--- src/rtl/deca_input_conditioner.sv ---
// Deca board input front-end: pin synchronisers, debouncers, press/release strobes,
// long-press detect and stretched SoC reset. Define DECA_LONG_PRESS_RESET_EN for long-press soft reset.
module deca_input_conditioner #(
  parameter int                    NUM_INPUTS         = 3,
  parameter logic [NUM_INPUTS-1:0] ACTIVE_LOW_MASK    = 3'b001,
  parameter int                    DEBOUNCE_CYCLES    = 1000000,
  parameter int                    LONG_PRESS_CYCLES  = 150000000,
  parameter int                    RST_STRETCH_CYCLES = 16
) (
  input  logic                  i_clk,
  input  logic                  i_rst_n,
  input  logic [NUM_INPUTS-1:0] i_raw,
  output logic [NUM_INPUTS-1:0] o_level,
  output logic [NUM_INPUTS-1:0] o_rise,
  output logic [NUM_INPUTS-1:0] o_fall,
  output logic                  o_long_press,
  output logic                  o_soc_rst
);

  // state    | meaning
  // S_HOLD   | power-on / pin reset, o_soc_rst high while the stretch counter runs
  // S_RUN    | core running
  // S_SOFT   | long-press soft reset, o_soc_rst high while the stretch counter runs
  // S_WAIT_REL | core running, soft reset re-armed only once key1 is released
`ifdef DECA_LONG_PRESS_RESET_EN
  typedef enum logic [1:0] {S_HOLD, S_RUN, S_SOFT, S_WAIT_REL} state_t;
`else
  typedef enum logic [1:0] {S_HOLD, S_RUN} state_t;
`endif

  localparam int DB_W = $clog2(DEBOUNCE_CYCLES);
  localparam int LP_W = $clog2(LONG_PRESS_CYCLES + 1);
  localparam int ST_W = $clog2(RST_STRETCH_CYCLES + 1);

  localparam logic [DB_W-1:0] DB_LAST = DB_W'(DEBOUNCE_CYCLES - 1);
  localparam logic [LP_W-1:0] LP_LAST = LP_W'(LONG_PRESS_CYCLES - 1);
  localparam logic [LP_W-1:0] LP_SAT  = LP_W'(LONG_PRESS_CYCLES);
  localparam logic [ST_W-1:0] ST_LAST = ST_W'(RST_STRETCH_CYCLES - 1);

  logic [NUM_INPUTS-1:0] sync1_q, sync1_d;
  logic [NUM_INPUTS-1:0] sync2_q, sync2_d;
  logic [NUM_INPUTS-1:0] level_q, level_d;
  logic [NUM_INPUTS-1:0] rise_q, rise_d;
  logic [NUM_INPUTS-1:0] fall_q, fall_d;
  logic [DB_W-1:0]       db_cnt_q [NUM_INPUTS];
  logic [DB_W-1:0]       db_cnt_d [NUM_INPUTS];
  logic [LP_W-1:0]       lp_cnt_q, lp_cnt_d;
  logic                  long_press_q, long_press_d;
  state_t                state_q, state_d;
  logic [ST_W-1:0]       st_cnt_q, st_cnt_d;
  logic                  soc_rst_q, soc_rst_d;

  always_comb begin
    sync1_d = i_raw ^ ACTIVE_LOW_MASK;
    sync2_d = sync1_q;
    level_d = level_q;
    rise_d  = '0;
    fall_d  = '0;
    for (int i = 0; i < NUM_INPUTS; i++) begin
      db_cnt_d[i] = '0;
      if (sync2_q[i] != level_q[i]) begin
        if (db_cnt_q[i] == DB_LAST) begin
          level_d[i] = sync2_q[i];
          rise_d[i]  = sync2_q[i];
          fall_d[i]  = ~sync2_q[i];
        end else begin
          db_cnt_d[i] = db_cnt_q[i] + DB_W'(1);
        end
      end
    end
  end

  // Counter saturates one past the trigger value so the strobe cannot repeat until release.
  always_comb begin
    lp_cnt_d     = '0;
    long_press_d = 1'b0;
    if (level_q[0]) begin
      lp_cnt_d = lp_cnt_q;
      if (lp_cnt_q != LP_SAT) begin
        lp_cnt_d = lp_cnt_q + LP_W'(1);
      end
      long_press_d = (lp_cnt_q == LP_LAST);
    end
  end

  always_comb begin
    state_d  = state_q;
    st_cnt_d = '0;
    case (state_q)
      S_HOLD: begin
        if (st_cnt_q == ST_LAST) begin
          state_d = S_RUN;
        end else begin
          st_cnt_d = st_cnt_q + ST_W'(1);
        end
      end
      S_RUN: begin
`ifdef DECA_LONG_PRESS_RESET_EN
        if (long_press_q) begin
          state_d = S_SOFT;
        end
`endif
      end
`ifdef DECA_LONG_PRESS_RESET_EN
      S_SOFT: begin
        if (st_cnt_q == ST_LAST) begin
          state_d = S_WAIT_REL;
        end else begin
          st_cnt_d = st_cnt_q + ST_W'(1);
        end
      end
      S_WAIT_REL: begin
        if (!level_q[0]) begin
          state_d = S_RUN;
        end
      end
`endif
      default: state_d = S_HOLD;
    endcase
`ifdef DECA_LONG_PRESS_RESET_EN
    soc_rst_d = (state_d == S_HOLD) || (state_d == S_SOFT);
`else
    soc_rst_d = (state_d == S_HOLD);
`endif
  end

  always_ff @(posedge i_clk) begin
    if (!i_rst_n) begin
      sync1_q      <= '0;
      sync2_q      <= '0;
      level_q      <= '0;
      rise_q       <= '0;
      fall_q       <= '0;
      db_cnt_q     <= '{default: '0};
      lp_cnt_q     <= '0;
      long_press_q <= 1'b0;
      state_q      <= S_HOLD;
      st_cnt_q     <= '0;
      soc_rst_q    <= 1'b1;
    end else begin
      sync1_q      <= sync1_d;
      sync2_q      <= sync2_d;
      level_q      <= level_d;
      rise_q       <= rise_d;
      fall_q       <= fall_d;
      db_cnt_q     <= db_cnt_d;
      lp_cnt_q     <= lp_cnt_d;
      long_press_q <= long_press_d;
      state_q      <= state_d;
      st_cnt_q     <= st_cnt_d;
      soc_rst_q    <= soc_rst_d;
    end
  end

  assign o_level      = level_q;
  assign o_rise       = rise_q;
  assign o_fall       = fall_q;
  assign o_long_press = long_press_q;
  assign o_soc_rst    = soc_rst_q;

endmodule
--- config.mk ---
export PLATFORM = sky130hd
export DESIGN_NAME = deca_input_conditioner
export DESIGN_NICKNAME = d
export VERILOG_FILES = /design/src/rtl/deca_input_conditioner.sv
export SDC_FILE = /design/constraint.sdc
export NUM_CORES = 1
export LEC_CHECK = 0
export CORE_ASPECT_RATIO = 1.75
export CORE_MARGIN = 2
export CORE_UTILIZATION = 65
export CTS_CLUSTER_SIZE = 8
export DETAILED_ROUTE_END_ITERATION = 8
export GPL_ROUTABILITY_DRIVEN = 0
export PLACE_DENSITY_LB_ADDON = 0.2
export SLEW_MARGIN = 5
export SYNTH_ARGS = -nofsm -noshare
export SYNTH_HDL_FRONTEND = slang
export SYNTH_SLANG_ARGS = --single-unit
--- constraint.sdc ---
create_clock -name i_clk -period 3 [get_ports i_clk]
set_input_delay 0.3 -clock i_clk [delete_from_list [all_inputs] [get_ports i_clk]]
set_output_delay 0.3 -clock i_clk [all_outputs]
set_load 0.05 [all_outputs]
==> impl_metrics.prom, run 1 <==
# TYPE chip_impl_metric gauge
chip_impl_info{name="run_status",value="completed"} 1
chip_impl_info{name="crit_chain",value="or4_1 > or4_4 > o21ai_4 > nor2_1"} 1
chip_impl_metric{name="final_design_area_no_fill",unit="sq um"} 5364
chip_impl_metric{name="period_share",unit=""} 0.7119
chip_impl_metric{name="cts_setup_buffers",unit=""} 0
chip_impl_metric{name="netlist_area",unit="sq um"} 4887
chip_impl_info{name="critical-path-slowest-cell",value="sky130_fd_sc_hd__or4_4"} 1
chip_impl_metric{name="synth_seq_cells",unit=""} 112
chip_impl_metric{name="routed_len_inst",unit="microns"} 14.97
chip_impl_info{name="tritoncts",value="yes"} 1
chip_impl_metric{name="drive_above_1_share",unit=""} 0.05190
chip_impl_metric{name="layout.nets",unit=""} 585
chip_impl_metric{name="drtIter0Drc",unit=""} 320
chip_impl_metric{name="final_critical_path_time_including_i_o_delays_and_setup",unit="ps"} 2136
chip_impl_metric{name="required_time_reported_for_the_critical_path_endpoint",unit="ps"} 3210
chip_impl_metric{name="cts-htree-levels",unit=""} 3
chip_impl_metric{name="global_route_wire_length_before_repair",unit="microns"} 17600
chip_impl_metric{name="grt_start_max_net_pins",unit=""} 29
chip_impl_metric{name="dp_hpwl",unit="microns"} 6727
chip_impl_metric{name="route.vias.total",unit=""} 4108
chip_impl_metric{name="grt_pass1_vias",unit=""} 3965
chip_impl_metric{name="fin_skew",unit="ps"} 9.168
chip_impl_metric{name="gr-usage-all-layers",unit=""} 0.2554
chip_impl_metric{name="post_drt_via_cell_ratio",unit=""} 6.187
chip_impl_info{name="synth_top_flop_cell",value="sky130_fd_sc_hd__dfxtp_1"} 1
chip_impl_metric{name="antenna_left",unit=""} 0
chip_impl_metric{name="cts_inserted_buffers",unit=""} 9
chip_impl_info{name="crit_path_start_kind",value="flip-flop"} 1
chip_impl_metric{name="detail_route.drc_violations",unit=""} 0
chip_impl_metric{name="total_leakage_power",unit="nW"} 1.669
chip_impl_info{name="synthTopCellsByArea",value="sky130_fd_sc_hd__dfxtp_1, sky130_fd_sc_hd__xor2_1, sky130_fd_sc_hd__nor2_1, sky130_fd_sc_hd__a21oi_1, sky130_fd_sc_hd__nand3_1"} 1
chip_impl_metric{name="final_hold_viol_count",unit=""} 0
chip_impl_metric{name="area_delta_synth_final",unit="%"} 9.754
chip_impl_metric{name="postCtsHoldBufs",unit=""} 0
chip_impl_info{name="root_buffer",value="sky130_fd_sc_hd__clkbuf_16"} 1
chip_impl_metric{name="fin_setup_tns",unit="ps"} 0
chip_impl_metric{name="clkSlewWorstSetupHoldPaths",unit="ps"} 70
chip_impl_metric{name="syn_inst",unit=""} 565
chip_impl_metric{name="placeableCoreArea",unit="sq um"} 7233
chip_impl_metric{name="antenna_cells",unit=""} 0
chip_impl_info{name="grt_setup_unrepaired",value="false"} 1
chip_impl_metric{name="cp.arrival",unit="ps"} 2350
chip_impl_metric{name="floorplan.die.height",unit="microns"} 118.7
chip_impl_metric{name="detailedRoute.firstPassIterationCount",unit=""} 4
chip_impl_metric{name="max-cap-violations",unit=""} 0
chip_impl_metric{name="antenna_violations_before_repair",unit=""} 0
chip_impl_metric{name="setup_violations",unit=""} 0
chip_impl_metric{name="cellPowerDensity",unit="nW/um^2"} 492.0
chip_impl_metric{name="postCtsResizedCells",unit=""} 0
chip_impl_metric{name="io_buffers",unit=""} 15
chip_impl_metric{name="io-pin-count",unit=""} 16
chip_impl_info{name="crit_path_end_kind",value="flip-flop"} 1
chip_impl_metric{name="rows",unit=""} 41
chip_impl_metric{name="synth.yosys.seq_area_share",unit=""} 0.4588
chip_impl_metric{name="area_after_dpl",unit="sq um"} 5080
chip_impl_metric{name="fill_cells",unit=""} 549
chip_impl_metric{name="critical_path.max_fanout",unit=""} 19
chip_impl_metric{name="yosys.area.top_type_share",unit=""} 0.4588
chip_impl_metric{name="max_stage_delay",unit="ps"} 560
chip_impl_metric{name="synth_fp_nets",unit=""} 577
chip_impl_info{name="holdCritPathClass",value="reg -> reg"} 1
chip_impl_metric{name="synth.yosys.warnings",unit=""} 0
chip_impl_metric{name="residual_overflow_from_global_routing",unit=""} 0
chip_impl_metric{name="start_util",unit=""} 0.6757
chip_impl_info{name="timing_worst_setup_path_type",value="reg -> reg"} 1
chip_impl_metric{name="path_buf_inv",unit=""} 0
chip_impl_metric{name="syn_area_per_cell",unit="sq um"} 8.650
chip_impl_metric{name="die_area",unit="sq um"} 8255
chip_impl_metric{name="clock_path_buffers",unit=""} 2
chip_impl_metric{name="synth_cell_types",unit=""} 39
chip_impl_metric{name="async_reset_ff_frac",unit=""} 0
chip_impl_metric{name="worst_ir_drop_vdd",unit="mV"} 0.4297
chip_impl_metric{name="clk_latency",unit="ps"} 350
chip_impl_metric{name="chipWidth",unit="microns"} 69.55
chip_impl_metric{name="number_of_sinks_handled_by_clock_tree_synthesis",unit=""} 112
chip_impl_metric{name="synth-edff-count",unit=""} 0
chip_impl_info{name="synth_largest_area_cell",value="sky130_fd_sc_hd__dfxtp_1"} 1
chip_impl_metric{name="worst-slew-pin-transition",unit="ps"} 721.4
chip_impl_info{name="critical-path-top-delay-family",value="simple AND/OR/NAND/NOR gates"} 1
chip_impl_metric{name="fmaxAchievable",unit="GHz"} 0.4682
chip_impl_metric{name="wl",unit="microns"} 9938
chip_impl_metric{name="timing.final.max_slew_violations",unit=""} 0
chip_impl_metric{name="worst_slew_margin_rel",unit=""} 0.5146
## final cells by class
| class | count | area, sq um | area share |
|---|---|---|---|
| repair buffers | 19 | 180.2 | 0.03359 |
| multi-input cells | 414 | 2486 | 0.4635 |
| well taps | 86 | 107.6 | 0.02006 |
| flip-flops and latches | 112 | 2242 | 0.4180 |
| inverters | 17 | 63.81 | 0.01190 |
| clock buffers | 10 | 239.0 | 0.04455 |
| clock inverters | 6 | 45.04 | 0.008397 |
## Yosys cell counts (all sizes together), types with 7 or more instances
| cell type | number |
|---|---|
| and2 | 12 |
| ha | 7 |
| or3 | 25 |
| and4 | 11 |
| o21ai | 33 |
| and3 | 18 |
| clkbuf | 17 |
| nor2 | 61 |
| nand4 | 26 |
| inv | 17 |
| xnor2 | 13 |
| dfxtp | 112 |
| nor4 | 7 |
| xor2 | 30 |
| nand2 | 33 |
| nand3 | 39 |
| or4 | 18 |
| a21oi | 43 |
| o31ai | 12 |
## worst paths after layout
path	startpoint	end	slack [ps]	depth (start not counted)
worst min-delay path	sync1_q[1]$_SDFF_PN0_	sync2_q[1]$_SDFF_PN0_	430	1
worst min register to register	sync1_q[1]$_SDFF_PN0_	sync2_q[1]$_SDFF_PN0_	430	1
worst max-delay path	db_cnt_q[53]$_SDFF_PP0_	db_cnt_q[50]$_SDFF_PP0_	860	4
worst max register to register	db_cnt_q[53]$_SDFF_PP0_	db_cnt_q[50]$_SDFF_PP0_	860	4
## report_power, final
part	switching (mW)	total (mW)	internal, mW
combinational	0.0152	0.0260	0.0108
clock	0.529	1.12	0.587
sequential	0.00444	1.50	1.49
## layout by cell type, fill, tap and decap left out, drive strengths merged, types with 3 or more instances in the layout
cell type	synthesis	final
or4	18	18
clkinv	0	3
a21oi	43	43
ha	7	7
and2	12	12
and3	18	18
buf	5	4
clkbuf	17	10
nor2	61	61
nand3	39	39
nor4b	5	5
a31o	4	4
clkinvlp	0	3
inv	17	17
nand2	33	33
xor2	30	30
clkdlybuf4s50	0	15
o21ai	33	33
and4	11	11
xnor2	13	13
dfxtp	112	112
nor3	4	4
o31ai	12	12
nor4	7	7
or3	25	25
nand4	26	26
## flip-flops by register name, summed over array words and instances, names as in the netlist
register      cells
st_cnt_q          5
db_cnt_q         60
lp_cnt_q         28
sync1_q           3
sync2_q           3
o_soc_rst         1
state_q           2
o_rise            3
o_level           3
o_long_press      1
o_fall            3
## logic make-up after synthesis
family / Yosys count / synth area share
simple gates: 269 / 0.3034
xor+xnor: 43 / 0.07706
other cells: 1 / 0.0007673
buf+inv: 39 / 0.03251
flops: 112 / 0.4588
compound gates: 94 / 0.1096
fa+ha+maj: 7 / 0.01792
## stage by stage
stage          std cells  total power [mW]  worst slack (ps)    util  hold WS [ps]
3_5_place_dp         648             1.557             900.8  0.7023         418.1
5_1_grt              664             2.724             776.4  0.7416         448.6
3_3_place_gp         648             1.556             970.8  0.7023         415.5
2_1_floorplan        565             1.547              1097       -         366.7
4_1_cts              664             2.662             886.3  0.7416         436.4
6_report             664             2.639             864.3  0.7416         432.8
## per-layer routing
metal  part of all wire  GRT usage
met3              0.035    0.04092
met1               0.41     0.3001
met4              0.021     0.1091
met2               0.53     0.4525
met5                  0          0
No activity file was read; power rests on OpenSTA's default activity.
==> run 2: changes to the inputs <==
Settings changed: CORE_UTILIZATION 65 to 61.
Clock period 3 ns to 2.1 ns, I/O delays scaled along.
==> impl_metrics.prom, run 2 (synthesis results as in run 1) <==
# TYPE chip_impl_metric gauge
chip_impl_info{name="run_status",value="completed"} 1
chip_impl_info{name="timing_worst_setup_path_type",value="reg -> reg"} 1
chip_impl_info{name="crit_path_start_kind",value="flip-flop"} 1
chip_impl_metric{name="cts_inserted_buffers",unit=""} 9
chip_impl_metric{name="timing.reg2reg.worst_path_depth",unit=""} 4
chip_impl_metric{name="global_route_wire_length_before_repair",unit="microns"} 17800
chip_impl_info{name="tritoncts",value="yes"} 1
chip_impl_metric{name="antenna_cells",unit=""} 0
chip_impl_metric{name="final_critical_path_time_including_i_o_delays_and_setup",unit="ps"} 1965
chip_impl_metric{name="report.power.total",unit="mW"} 4.020
chip_impl_metric{name="area_delta_synth_final",unit="%"} 13.03
chip_impl_metric{name="detailedRoute.firstPassIterationCount",unit=""} 7
chip_impl_info{name="most-common-layout-cells",value="sky130_fd_sc_hd__dfxtp_1, sky130_fd_sc_hd__nor2_1, sky130_fd_sc_hd__a21oi_1"} 1
chip_impl_metric{name="post_drt_via_cell_ratio",unit=""} 5.985
chip_impl_info{name="worst_setup_path_endpoint",value="db_cnt_q[41]$_SDFF_PP0_"} 1
chip_impl_metric{name="postCtsResizedCells",unit=""} 0
chip_impl_info{name="biggestRegsByFlops",value="db_cnt_q (60), lp_cnt_q (28), st_cnt_q (5)"} 1
chip_impl_metric{name="layout.nets",unit=""} 599
chip_impl_metric{name="clock_path_buffers",unit=""} 2
chip_impl_info{name="grt_setup_unrepaired",value="false"} 1
chip_impl_metric{name="postCtsHoldBufs",unit=""} 0
chip_impl_metric{name="cts_setup_buffers",unit=""} 0
chip_impl_metric{name="place_inst",unit=""} 666
chip_impl_metric{name="cellPowerDensity",unit="nW/um^2"} 727.7
chip_impl_metric{name="final_hold_viol_count",unit=""} 0
chip_impl_metric{name="die_area",unit="sq um"} 8772
chip_impl_metric{name="gr-usage-all-layers",unit=""} 0.2515
chip_impl_metric{name="r2r_setup_slack",unit="ps"} 130
chip_impl_metric{name="required_time_reported_for_the_critical_path_endpoint",unit="ps"} 2340
chip_impl_metric{name="total_leakage_power",unit="nW"} 1.772
chip_impl_metric{name="residual_overflow_from_global_routing",unit=""} 0
chip_impl_metric{name="timing.final.max_slew_violations",unit=""} 0
chip_impl_metric{name="largest_register_ffs",unit=""} 60
chip_impl_metric{name="wl",unit="microns"} 10260
chip_impl_metric{name="clk_latency",unit="ps"} 350
chip_impl_metric{name="dp_hpwl",unit="microns"} 7363
chip_impl_metric{name="post_layout_nonfiller_instances",unit=""} 681
chip_impl_metric{name="drtIter0Drc",unit=""} 209
chip_impl_metric{name="setup_violations",unit=""} 0
chip_impl_metric{name="cts-htree-levels",unit=""} 3
chip_impl_info{name="holdCritPathClass",value="in -> reg"} 1
chip_impl_metric{name="antenna_violations_before_repair",unit=""} 0
chip_impl_metric{name="max-cap-violations",unit=""} 0
chip_impl_metric{name="route.vias.total",unit=""} 4076
chip_impl_metric{name="drive_above_1_share",unit=""} 0.07107
chip_impl_metric{name="detail_route.drc_violations",unit=""} 0
chip_impl_metric{name="clkSlewWorstSetupHoldPaths",unit="ps"} 70
chip_impl_metric{name="period_share",unit=""} 0.9359
chip_impl_info{name="top_register",value="db_cnt_q"} 1
chip_impl_metric{name="worst-slew-pin-transition",unit="ps"} 538.6
chip_impl_metric{name="finish.utilization",unit=""} 0.7032
chip_impl_metric{name="start_util",unit=""} 0.6222
chip_impl_metric{name="fin_skew",unit="ps"} 6.701
chip_impl_metric{name="io_buffers",unit=""} 15
chip_impl_metric{name="critical_path.max_fanout",unit=""} 6
chip_impl_metric{name="routed_len_inst",unit="microns"} 15.07
chip_impl_metric{name="worst_slew_margin_rel",unit=""} 0.6398
chip_impl_metric{name="grt_pass1_vias",unit=""} 4095
chip_impl_metric{name="fmaxAchievable",unit="GHz"} 0.5088
chip_impl_metric{name="antenna_left",unit=""} 0
chip_impl_info{name="rr_endpoint",value="db_cnt_q[41]$_SDFF_PP0_"} 1
chip_impl_info{name="most_common_cell_after_layout_fill_and_taps_aside",value="sky130_fd_sc_hd__dfxtp_1"} 1
chip_impl_info{name="setup.worst_path.start",value="db_cnt_q[53]$_SDFF_PP0_"} 1
chip_impl_metric{name="grt_start_max_net_pins",unit=""} 29
chip_impl_metric{name="cp.arrival",unit="ps"} 2210
chip_impl_metric{name="floorplan.die.height",unit="microns"} 122.4
chip_impl_metric{name="fin_setup_tns",unit="ps"} 0
chip_impl_info{name="worstReg2RegStart",value="db_cnt_q[53]$_SDFF_PP0_"} 1
chip_impl_metric{name="number_of_sinks_handled_by_clock_tree_synthesis",unit=""} 112
chip_impl_metric{name="rows",unit=""} 43
chip_impl_info{name="crit_path_end_kind",value="flip-flop"} 1
chip_impl_info{name="root_buffer",value="sky130_fd_sc_hd__clkbuf_16"} 1
chip_impl_metric{name="worst_ir_drop_vdd",unit="mV"} 0.5656
chip_impl_metric{name="io-pin-count",unit=""} 16
chip_impl_metric{name="chipWidth",unit="microns"} 71.66
chip_impl_metric{name="placeableCoreArea",unit="sq um"} 7855
[run 2: final cells by class]
class                   instances  area, sq um
inverters                      17        63.81
fillers                       629         2331
clock inverters                 3        65.06
repair buffers                 33        297.8
multi-input cells             414         2486
flip-flops and latches        112         2242
well taps                      90        112.6
clock buffers                  12        256.5
[run 2: metrics by stage]
stage	instance area [sq um]	hold slack, ps	setup WS (ps)
CTS	5524	401.5	139.9
detailed placement	5202	419.9	154.7
finish	5524	406.9	134.6
global route	5524	429.8	52.88
floorplan	4887	276.7	197.3
global placement	5202	419.6	187.2
[run 2: how the worst min path moves through the flow]
stage / end / depth (start not counted) / slack (ps) / start
2_1_floorplan: sync1_q[0]$_SDFF_PN0_ / 1 / 280 / i_raw[0]
3_3_place_gp: sync2_q[0]$_SDFF_PN0_ / 1 / 420 / sync1_q[0]$_SDFF_PN0_
3_5_place_dp: sync2_q[2]$_SDFF_PN0_ / 1 / 420 / sync1_q[2]$_SDFF_PN0_
4_1_cts: sync1_q[0]$_SDFF_PN0_ / 2 / 400 / i_raw[0]
5_1_grt: sync1_q[0]$_SDFF_PN0_ / 2 / 430 / i_raw[0]
6_report: sync1_q[0]$_SDFF_PN0_ / 2 / 410 / i_raw[0]
[run 2: report_power, final]
part / leakage [nW] / switching (mW) / internal [mW] / total (mW)
sequential: 0.904 / 0.00619 / 2.13 / 2.14
clock: 0.159 / 0.734 / 1.10 / 1.84
combinational: 0.710 / 0.0234 / 0.0208 / 0.0442
[run 2: worst max-delay path, stage by stage, from the launching register on]
cell and delay [ps]:
sky130_fd_sc_hd__dfxtp_1 350, sky130_fd_sc_hd__or4_1 510, sky130_fd_sc_hd__or4_4 560, sky130_fd_sc_hd__or2_4 260
sky130_fd_sc_hd__and3_1 170
[run 2: routing by layer]
metal / GRT usage / wire, microns / vias up
li1: - / - / 2074
met1: 0.2625 / 4158 / 1924
met2: 0.4722 / 5618 / 62
met3: 0.05090 / 274 / 16
met4: 0.1132 / 211 / 0
met5: 0 / 0 / -
